[config.mk]
export PLATFORM = sky130hd
export DESIGN_NAME = uart_buffered
export DESIGN_NICKNAME = d
export VERILOG_FILES = /design/src/rtl/uart_buffered.sv
export SDC_FILE = /design/constraint.sdc
export NUM_CORES = 1
export LEC_CHECK = 0
export ABC_AREA = 1
export CAP_MARGIN = 30
export CORE_AREA = 2 2 132 134
export DETAILED_ROUTE_END_ITERATION = 8
export DIE_AREA = 0 0 134 136
export PLACE_DENSITY = 0.82
export SYNTH_ARGS = -nofsm -noshare
export SYNTH_HDL_FRONTEND = slang
export SYNTH_SLANG_ARGS = --single-unit
[constraint.sdc]
create_clock -name clk -period 3.6 [get_ports clk]
set_clock_uncertainty 0.05 [all_clocks]
set_input_delay 0.9 -clock clk [delete_from_list [all_inputs] [get_ports clk]]
set_output_delay 0.9 -clock clk [all_outputs]
set_load 0.1 [all_outputs]
[src/rtl/uart_buffered.sv]
`default_nettype none
// ============================================================================
// uart_buffered : 16x-oversampled UART RX, FIFO-buffered TX, optional echo.
// Optional even parity on both directions when UART_PARITY_EN is defined.
// Revision : 1.0
// ============================================================================
module uart_buffered #(
  parameter int CLK_HZ     = 100_000_000,
  parameter int BAUD       = 9600,
  parameter int DATA_W     = 8,
  parameter int FIFO_DEPTH = 16
) (
  input  logic                          clk,
  input  logic                          rst_n,
  input  logic                          RsRx,
  output logic                          RsTx,
  input  logic [DATA_W-1:0]             tx_data,
  input  logic                          tx_valid,
  output logic                          tx_ready,
  output logic [DATA_W-1:0]             rx_data,
  output logic                          rx_valid,
  output logic                          rx_frame_err,
  output logic                          rx_parity_err,
  input  logic                          echo_en,
  output logic                          echo_drop,
  output logic [$clog2(FIFO_DEPTH):0]   tx_count,
  output logic                          tx_busy
);

  localparam int DIV_RAW = CLK_HZ / (BAUD * 16);
  localparam int DIV     = (DIV_RAW < 1) ? 1 : DIV_RAW;
  localparam int TICK_W  = (DIV > 1) ? $clog2(DIV) : 1;
  localparam int AW      = $clog2(FIFO_DEPTH);
  localparam int CW      = AW + 1;
  localparam logic [3:0] LAST_BIT = 4'(DATA_W - 1);

  // --------------------------------------------------------------------------
  // Oversampling tick, shared by both directions
  // --------------------------------------------------------------------------
  logic [TICK_W-1:0] r_tick_cnt;
  logic              w_tick;

  assign w_tick = (r_tick_cnt == TICK_W'(DIV - 1));

  always_ff @(posedge clk) begin
    if (!rst_n) begin
      r_tick_cnt <= '0;
    end else if (w_tick) begin
      r_tick_cnt <= '0;
    end else begin
      r_tick_cnt <= r_tick_cnt + 1'b1;
    end
  end

  // --------------------------------------------------------------------------
  // RX synchroniser and edge history
  // --------------------------------------------------------------------------
  logic r_rx_s1;
  logic r_rx_s2;
  logic r_rx_prev;

  always_ff @(posedge clk) begin
    if (!rst_n) begin
      r_rx_s1   <= 1'b1;
      r_rx_s2   <= 1'b1;
      r_rx_prev <= 1'b1;
    end else begin
      r_rx_s1   <= RsRx;
      r_rx_s2   <= r_rx_s1;
      r_rx_prev <= r_rx_s2;
    end
  end

  // --------------------------------------------------------------------------
  // RX FSM
  // --------------------------------------------------------------------------
  typedef enum logic [2:0] {
    RX_IDLE,
    RX_START,
    RX_DATA,
`ifdef UART_PARITY_EN
    RX_PARITY,
`endif
    RX_STOP,
    RX_WAIT
  } rx_state_t;

  rx_state_t         r_rx_state;
  rx_state_t         w_rx_next;
  logic [3:0]        r_rx_cnt;
  logic [3:0]        r_rx_bit;
  logic [DATA_W-1:0] r_rx_shift;
  logic              w_rx_sample;
  logic              w_rx_good;
  logic              w_rx_bad;
`ifdef UART_PARITY_EN
  logic              r_rx_par_bad;
  logic              r_rx_perr;
`endif

  always_comb begin
    w_rx_next   = r_rx_state;
    w_rx_good   = 1'b0;
    w_rx_bad    = 1'b0;
    // START samples at mid-bit (8 ticks); every later bit one full period on
    w_rx_sample = w_tick && (r_rx_cnt == ((r_rx_state == RX_START) ? 4'd7 : 4'd15));
    case (r_rx_state)
      RX_IDLE: begin
        if (r_rx_prev && !r_rx_s2) begin
          w_rx_next = RX_START;
        end
      end
      RX_START: begin
        if (w_rx_sample) begin
          w_rx_next = r_rx_s2 ? RX_IDLE : RX_DATA;
        end
      end
      RX_DATA: begin
        if (w_rx_sample && (r_rx_bit == LAST_BIT)) begin
`ifdef UART_PARITY_EN
          w_rx_next = RX_PARITY;
`else
          w_rx_next = RX_STOP;
`endif
        end
      end
`ifdef UART_PARITY_EN
      RX_PARITY: begin
        if (w_rx_sample) begin
          w_rx_next = RX_STOP;
        end
      end
`endif
      RX_STOP: begin
        if (w_rx_sample) begin
          if (r_rx_s2) begin
            w_rx_good = 1'b1;
            w_rx_next = RX_IDLE;
          end else begin
            w_rx_bad  = 1'b1;
            w_rx_next = RX_WAIT;
          end
        end
      end
      RX_WAIT: begin
        if (r_rx_s2) begin
          w_rx_next = RX_IDLE;
        end
      end
      default: w_rx_next = RX_IDLE;
    endcase
  end

  always_ff @(posedge clk) begin
    if (!rst_n) begin
      r_rx_state   <= RX_IDLE;
      r_rx_cnt     <= '0;
      r_rx_bit     <= '0;
      r_rx_shift   <= '0;
      rx_data      <= '0;
      rx_valid     <= 1'b0;
      rx_frame_err <= 1'b0;
`ifdef UART_PARITY_EN
      r_rx_par_bad <= 1'b0;
      r_rx_perr    <= 1'b0;
`endif
    end else begin
      r_rx_state   <= w_rx_next;
      rx_valid     <= w_rx_good;
      rx_frame_err <= w_rx_bad;
      if (w_rx_good) begin
        rx_data <= r_rx_shift;
      end
      if ((r_rx_state == RX_DATA) && w_rx_sample) begin
        r_rx_shift <= {r_rx_s2, r_rx_shift[DATA_W-1:1]};
        r_rx_bit   <= r_rx_bit + 4'd1;
      end
`ifdef UART_PARITY_EN
      if ((r_rx_state == RX_PARITY) && w_rx_sample) begin
        r_rx_par_bad <= (r_rx_s2 != ^r_rx_shift);
      end
      r_rx_perr <= w_rx_good && r_rx_par_bad;
`endif
      // Every state entry restarts the bit timer and bit index
      if (w_rx_next != r_rx_state) begin
        r_rx_cnt <= '0;
        r_rx_bit <= '0;
      end else if (w_tick) begin
        r_rx_cnt <= r_rx_cnt + 4'd1;
      end
    end
  end

`ifdef UART_PARITY_EN
  assign rx_parity_err = r_rx_perr;
`else
  assign rx_parity_err = 1'b0;
`endif

  // --------------------------------------------------------------------------
  // TX FIFO; echo traffic wins over the user port
  // --------------------------------------------------------------------------
  logic [DATA_W-1:0] r_mem [FIFO_DEPTH];
  logic [AW-1:0]     r_wr_ptr;
  logic [AW-1:0]     r_rd_ptr;
  logic [CW-1:0]     r_count;
  logic              w_full;
  logic              w_empty;
  logic              w_echo_req;
  logic              w_push;
  logic              w_pop;
  logic [DATA_W-1:0] w_push_data;
  logic [DATA_W-1:0] w_head;

  assign w_full      = (r_count == CW'(FIFO_DEPTH));
  assign w_empty     = (r_count == '0);
  assign w_echo_req  = echo_en && rx_valid;
  assign tx_ready    = !w_full && !w_echo_req;
  assign w_push      = (w_echo_req && !w_full) || (tx_valid && tx_ready);
  assign w_push_data = w_echo_req ? rx_data : tx_data;
  assign echo_drop   = w_echo_req && w_full;
  assign w_head      = r_mem[r_rd_ptr];
  assign tx_count    = r_count;

  always_ff @(posedge clk) begin
    if (rst_n && w_push) begin
      r_mem[r_wr_ptr] <= w_push_data;
    end
  end

  always_ff @(posedge clk) begin
    if (!rst_n) begin
      r_wr_ptr <= '0;
      r_rd_ptr <= '0;
      r_count  <= '0;
    end else begin
      if (w_push) begin
        r_wr_ptr <= r_wr_ptr + 1'b1;
      end
      if (w_pop) begin
        r_rd_ptr <= r_rd_ptr + 1'b1;
      end
      case ({w_push, w_pop})
        2'b10:   r_count <= r_count + 1'b1;
        2'b01:   r_count <= r_count - 1'b1;
        default: r_count <= r_count;
      endcase
    end
  end

  // --------------------------------------------------------------------------
  // TX FSM
  // --------------------------------------------------------------------------
  typedef enum logic [2:0] {
    TX_IDLE,
    TX_START,
    TX_DATA,
`ifdef UART_PARITY_EN
    TX_PARITY,
`endif
    TX_STOP
  } tx_state_t;

  tx_state_t         r_tx_state;
  tx_state_t         w_tx_next;
  logic [3:0]        r_tx_cnt;
  logic [3:0]        r_tx_bit;
  logic [DATA_W-1:0] r_tx_shift;
  logic              r_tx_line;
  logic              w_tx_line;
  logic              w_tx_bit_end;
`ifdef UART_PARITY_EN
  logic              r_tx_par;
`endif

  assign w_tx_bit_end = w_tick && (r_tx_cnt == 4'd15);

  always_comb begin
    w_tx_next = r_tx_state;
    w_pop     = 1'b0;
    w_tx_line = 1'b1;
    case (r_tx_state)
      TX_IDLE: begin
        if (!w_empty) begin
          w_pop     = 1'b1;
          w_tx_next = TX_START;
        end
      end
      TX_START: begin
        w_tx_line = 1'b0;
        if (w_tx_bit_end) begin
          w_tx_next = TX_DATA;
        end
      end
      TX_DATA: begin
        w_tx_line = r_tx_shift[0];
        if (w_tx_bit_end && (r_tx_bit == LAST_BIT)) begin
`ifdef UART_PARITY_EN
          w_tx_next = TX_PARITY;
`else
          w_tx_next = TX_STOP;
`endif
        end
      end
`ifdef UART_PARITY_EN
      TX_PARITY: begin
        w_tx_line = r_tx_par;
        if (w_tx_bit_end) begin
          w_tx_next = TX_STOP;
        end
      end
`endif
      TX_STOP: begin
        // Chain straight into the next start bit when more data is queued
        if (w_tx_bit_end) begin
          if (!w_empty) begin
            w_pop     = 1'b1;
            w_tx_next = TX_START;
          end else begin
            w_tx_next = TX_IDLE;
          end
        end
      end
      default: w_tx_next = TX_IDLE;
    endcase
  end

  always_ff @(posedge clk) begin
    if (!rst_n) begin
      r_tx_state <= TX_IDLE;
      r_tx_cnt   <= '0;
      r_tx_bit   <= '0;
      r_tx_shift <= '0;
      r_tx_line  <= 1'b1;
`ifdef UART_PARITY_EN
      r_tx_par   <= 1'b0;
`endif
    end else begin
      r_tx_state <= w_tx_next;
      r_tx_line  <= w_tx_line;
      if (w_pop) begin
        r_tx_shift <= w_head;
`ifdef UART_PARITY_EN
        r_tx_par   <= ^w_head;
`endif
      end
      if ((r_tx_state == TX_DATA) && w_tx_bit_end) begin
        r_tx_shift <= r_tx_shift >> 1;
        r_tx_bit   <= r_tx_bit + 4'd1;
      end
      if (w_tx_next != r_tx_state) begin
        r_tx_cnt <= '0;
        r_tx_bit <= '0;
      end else if (w_tick) begin
        r_tx_cnt <= r_tx_cnt + 4'd1;
      end
    end
  end

  // Registered pin drive keeps state-decode glitches off the line
  assign RsTx    = r_tx_line;
  assign tx_busy = (r_tx_state != TX_IDLE);

endmodule
`default_nettype wire

==> results.cfg <==
[final_layout]
fin_cells = 1203
antenna_cells = 0
drive_gt1_share_pct = 15.8
fill_cells = 1304
mostFrequentLayoutCells = nor2_1 (155), edfxtp_1 (128), nand2_1 (98)
multi_input_area_um2 = 3140
final_nets = 992
seqCellArea_um2 = 5430
final_common_cell = nor2_1
syn_to_final_growth_pct = 14.4

[run]
drv_cap = 0

[floorplanning]
io_pins = 33
num_rows = 48
die_area_um2 = 18200
die_w_um = 134
coreArea_um2 = 16900
die_h_um = 136
start_util_pct = 53.9

[timing]
fmaxAchievable_mhz = 317
hold_viol_final = 0
setup_viol = 0
slew_viol_final = 0
rsz0062_at_grt = no
maxSlewHeadroom_pct = 34.5
tns_ns = 0
period_needed_ns = 3.16
worst-slew-pin-transition_ns = 0.981
timing.final.ws_setup_ns = 0.442
period_share_pct = 87.7

[setup_path]
cp-end-kind = flop
critPathRequiredTime_ns = 3.92
startpoint_type = flop
path_max_fanout = 6
max_stage_delay_ns = 0.33
critPathSlowestCell = dfxtp_1
crit_type = flop to flop
arrival_ns = 3.48
worst-path-buf-inv = 4
critPathTopFamily = compound AO/OA/AOI/OAI gates
path_cells = inv_1 -> ha_1 -> inv_1 -> nor2_1 -> nand3_1 -> nor2_4 -> nand2_4 -> nand2_2 -> nand3_4 -> inv_2 -> ha_1 -> ha_1 -> a21o_1 -> a21oi_1 -> inv_1 -> a21oi_1 -> o21ai_0 -> o21ai_0 -> a21oi_1

[drt]
drc = 0
via_per_inst = 5.43
first_pass_iters = 5
ant_nets = 0
wirelength_mm = 19.0
drtIter0Drc = 668
vias = 6538
wl_per_cell_um = 15.8

[place]
port_buffers = 31
dp.cells = 1165
post-dp-hpwl_mm = 12.2
place_ws_ns = 0.288
gp_congestion = 0.868

[clock_network]
cts_sinks = 207
cts_made_buffers = 21
post_cts_buffers = 0
htreeDepth = 1
cts.path.max_buffers = 3
holdBufCountCts = 0
cts_tree = done
cts_resized = 0
clk_root_buffer_cell = clkbuf_16
clkTransAtPathRegs_ns = 0.06
clock_latency_ns = 0.50

[hold_path]
hold_class = flop to flop

[logic_synthesis]
yosysWarnings = 0
yosysSeqAreaShare_pct = 59.6
synth_top_area_share_pct = 42.2
synthArstFlopShare_pct = 0
synth_area_leader_cell = edfxtp_1
avgSynthCellArea_um2 = 9.99
syn_area_um2 = 9100
syn_inst = 911
synth-edff-count = 128
synth-seq-cells = 207
synthTopCellsByArea = edfxtp_1 (42%), dfxtp_1 (17%), nor2_1 (6.4%)
synth-main-ff-cell = edfxtp_1
synthDistinctLibCells = 48

[global_routing]
gr-total-overflow = 0
track_usage_pct = 21.3
grt_pass1_wl_mm = 31.1
grt_pass1_vias = 6380
antenna_found_initial = 0
grt_max_degree = 73

[run_status]
status = complete, no violations

[power_and_ir_drop]
power_density_nw_per_um2 = 610
p_leak_nw = 3.96
ir_worst_vdd_mv = 0.828
==> metrics by stage <==
step           hold WS (ns)  area (µm²)  util [%]  power [mW]
4_1_cts               0.368       10400      61.7        6.37
3_3_place_gp          0.351        9710      57.5        4.27
6_report              0.366       10400      61.7        6.36
3_5_place_dp          0.353        9760      57.8        4.31
5_1_grt               0.381       10400      61.7        6.63
2_1_floorplan         0.343        9110         -        3.94
==> cell usage after synthesis (6+ instances only) <==
master	n
a211oi_2	9
a21oi_1	31
buf_1	6
buf_2	8
clkbuf_1	18
dfxtp_1	79
edfxtp_1	128
ha_1	15
inv_1	87
inv_2	10
nand2_1	98
nand2_2	6
nand3_1	39
nand3_2	9
nand4_1	13
nor2_1	156
nor3_2	9
o211ai_1	16
o21ai_0	95
o21ai_1	6
or2_2	6
xor2_1	11
==> routing by layer <==
layer	track usage (%)	wire, µm
met1	27.1	8010
met2	36.7	9300
met3	3.84	1160
met4	7.92	530
met5	0	0
==> worst paths after layout <==
| path | startpoint | endpoint | slack [ns] | cells after the start |
|---|---|---|---|---|
| max | r_tick_cnt[0] | tx_count[4] | 0.44 | 19 |
| min | r_rx_s1 | r_rx_s2 | 0.37 | 1 |
| max reg2reg | r_tick_cnt[0] | tx_count[4] | 0.44 | 19 |
| min reg2reg | r_rx_s1 | r_rx_s2 | 0.37 | 1 |
==> final cells by class <==
cell class                      count  share of cell area (%)
Sequential cell                   207                    52.1
Multi-Input combinational cell    571                    30.1
Clock buffer                       28                    5.87
Timing Repair Buffer               63                    5.10
Inverter                           99                    3.62
Tap cell                          225                    2.70
Clock inverter                     10                   0.480
==> sequential cells by signal, indices dropped and copies added, names as in the netlist, 3 cells and up, named ones only <==
register	flops
r_tx_state	3
r_tx_bit	4
r_tx_cnt	4
tx_count	5
r_rx_shift	8
r_rx_state	3
r_tx_shift	8
r_mem	128
r_rx_bit	4
r_rd_ptr	4
rx_data	8
r_wr_ptr	4
r_tick_cnt	10
r_rx_cnt	4
==> power by group <==
part           switching, mW  total, mW  internal (mW)
clock                  0.882       2.07           1.19
combinational           1.07       1.54          0.470
sequential             0.123       2.75           2.63
==> cells by family (layout without fill, tap and decap cells) <==
logic type	count (synthesis)	after routing	share of synthesized area, %
other cells	1	2	0.0412
xor+xnor	14	14	1.35
flops	207	207	59.6
compound gates	172	172	11.2
fa+ha+maj	16	16	2.28
buf+inv	134	200	5.99
simple gates	362	362	19.0
mux	5	5	0.550
Note: power is estimated with default switching activity, not from simulation.
==> RTL edit: new RTL, same settings <==
Encoding of `rx_state_t`: now one-hot (5 bits for 5 states).
--- a/src/rtl/uart_buffered.sv
+++ b/src/rtl/uart_buffered.sv
@@ -74,15 +74,15 @@
   // --------------------------------------------------------------------------
   // RX FSM
   // --------------------------------------------------------------------------
-  typedef enum logic [2:0] {
-    RX_IDLE,
-    RX_START,
-    RX_DATA,
+  typedef enum logic [4:0] {
+    RX_IDLE  = 5'b00001,
+    RX_START = 5'b00010,
+    RX_DATA  = 5'b00100,
 `ifdef UART_PARITY_EN
     RX_PARITY,
 `endif
-    RX_STOP,
-    RX_WAIT
+    RX_STOP  = 5'b01000,
+    RX_WAIT  = 5'b10000
   } rx_state_t;
 
   rx_state_t         r_rx_state;
Behaviour: same outputs for any inputs over 10 cycles, from zero or initial values and one cycle with rst_n low; not proved beyond that.
==> RTL edit against the original RTL <==
Worst setup slack improved by 28 ps. Worst hold slack got worse by 2.1 ps. Wire length increased by 0.99%. Total power decreased by 1.6%. Core utilization increased by 0.67 points. Sequential cell count increased by 2. Synthesized area increased by 1.8%. Sequential share of layout area decreased by 0.16 points. Sequential power increased by 3%. Final area increased by 1.1%.
==> RTL edit: results (changes against the original RTL) <==
{
  "reg2reg_path_depth": {"value": 16, "change": "-3"},
  "use_met3": {"value": 3.62, "unit": "%", "change": "-0.22 points"},
  "finalHoldWorstSlack": {"value": 364, "unit": "ps", "change": "-2.08 ps"},
  "portion_of_netlist_area_occupied_by_mux_cells": {"value": 0.648, "unit": "%", "change": "+0.098 points"},
  "critical_path.max_stage_delay": {"value": 380, "unit": "ps", "change": "+50 ps"},
  "worst_ep_arrival_time": {"value": 3450, "unit": "ps", "change": "-30 ps"},
  "grt_first_pass_wirelength": {"value": 30900, "unit": "um", "change": "-0.78%"},
  "grt_start_max_net_pins": {"value": 64, "change": "-12%"},
  "sequential_cell_area": {"value": 5470, "unit": "um2", "change": "+0.78%"},
  "fraction_of_final_layout_cells_with_drive_strength_greater_than_1": {"value": 12.7, "unit": "%", "change": "-3.1 points"},
  "synth_compound_gate_area_share": {"value": 12.3, "unit": "%", "change": "+1.1 points"},
  "detailroute.wirelength.met3": {"value": 1280, "unit": "um", "change": "+11%"},
  "vias_per_cell": {"value": 5.36, "change": "-1.5%"},
  "max_slew_margin": {"value": 30.8, "unit": "%", "change": "-3.7 points"},
  "final_core_utilization": {"value": 62.4, "unit": "%", "change": "+0.67 points"},
  "layout.nonclk_buf_share": {"value": 4.92, "unit": "%", "change": "-0.19 points"},
  "synth_sequential_area_ratio": {"value": 59.0, "unit": "%", "change": "-0.62 points"},
  "status": "finished clean",
  "track_usage": {"value": 21.2, "unit": "%", "change": "-0.091 points"},
  "fraction_of_area_in_multi_input_gates": {"value": 29.4, "unit": "%", "change": "-0.74 points"},
  "syn-instance-count": {"value": 959, "change": "+5.3%"},
  "hpwlAfterDp": {"value": 12300, "unit": "um", "change": "+0.97%"},
  "ir_drop": {"value": 0.636, "unit": "mV", "change": "-23%"},
  "drt-wirelength-per-cell": {"value": 15.4, "unit": "um", "change": "-2.4%"},
  "routed_met2_length": {"value": 9590, "unit": "um", "change": "+3.1%"},
  "nonClockInverterCount": {"value": 148, "change": "+49%"},
  "met2_resource_use_gr": {"value": 37.0, "unit": "%", "change": "+0.23 points"},
  "period_minus_slack": {"value": 3130, "unit": "ps", "change": "-27.9 ps"},
  "ys_top_cells_by_area": "edfxtp_1 (41%), dfxtp_1 (17%), inv_1 (5.5%)",
  "rrSetupSlack": {"value": 470, "unit": "ps", "change": "+30 ps"},
  "m1WireLength": {"value": 7840, "unit": "um", "change": "-2.1%"},
  "layout.non_clock_buffers": {"value": 60, "change": "-4.8%"},
  "vias": {"value": 6667, "change": "+2.0%"},
  "netlist_area": {"value": 9270, "unit": "um2", "change": "+1.8%"}
}
RTL edit: cell count changes in the layout (fill, tap and decap cells not counted), sizes merged, moves of 5 or more:
cell	before	now
nor2	164	109
inv	99	146
a21oi	32	65
nand2	107	131
nor3	15	4
clkinv	10	2
clkbuf	28	35
nand3	49	55
and3	5	0
o211ai	19	24
RTL edit: logic make-up after synthesis:
kind of cell,Yosys count
buffers and inverters,183
AO/OA/AOI/OAI,204
XOR/XNOR,14
multiplexers,6
adder cells (fa/ha/maj),16
flip-flops,209
AND/OR/NAND/NOR,326
other,1
RTL edit: power groups by stage:
stage | clock network (mW) | logic [mW] | registers [mW]
floorplan | 0 | 0.996 | 2.94
global placement | 0 | 1.38 | 2.88
detailed placement | 0 | 1.41 | 2.89
CTS | 1.98 | 1.44 | 2.84
global route | 2.07 | 1.60 | 2.87
finish | 1.97 | 1.45 | 2.84
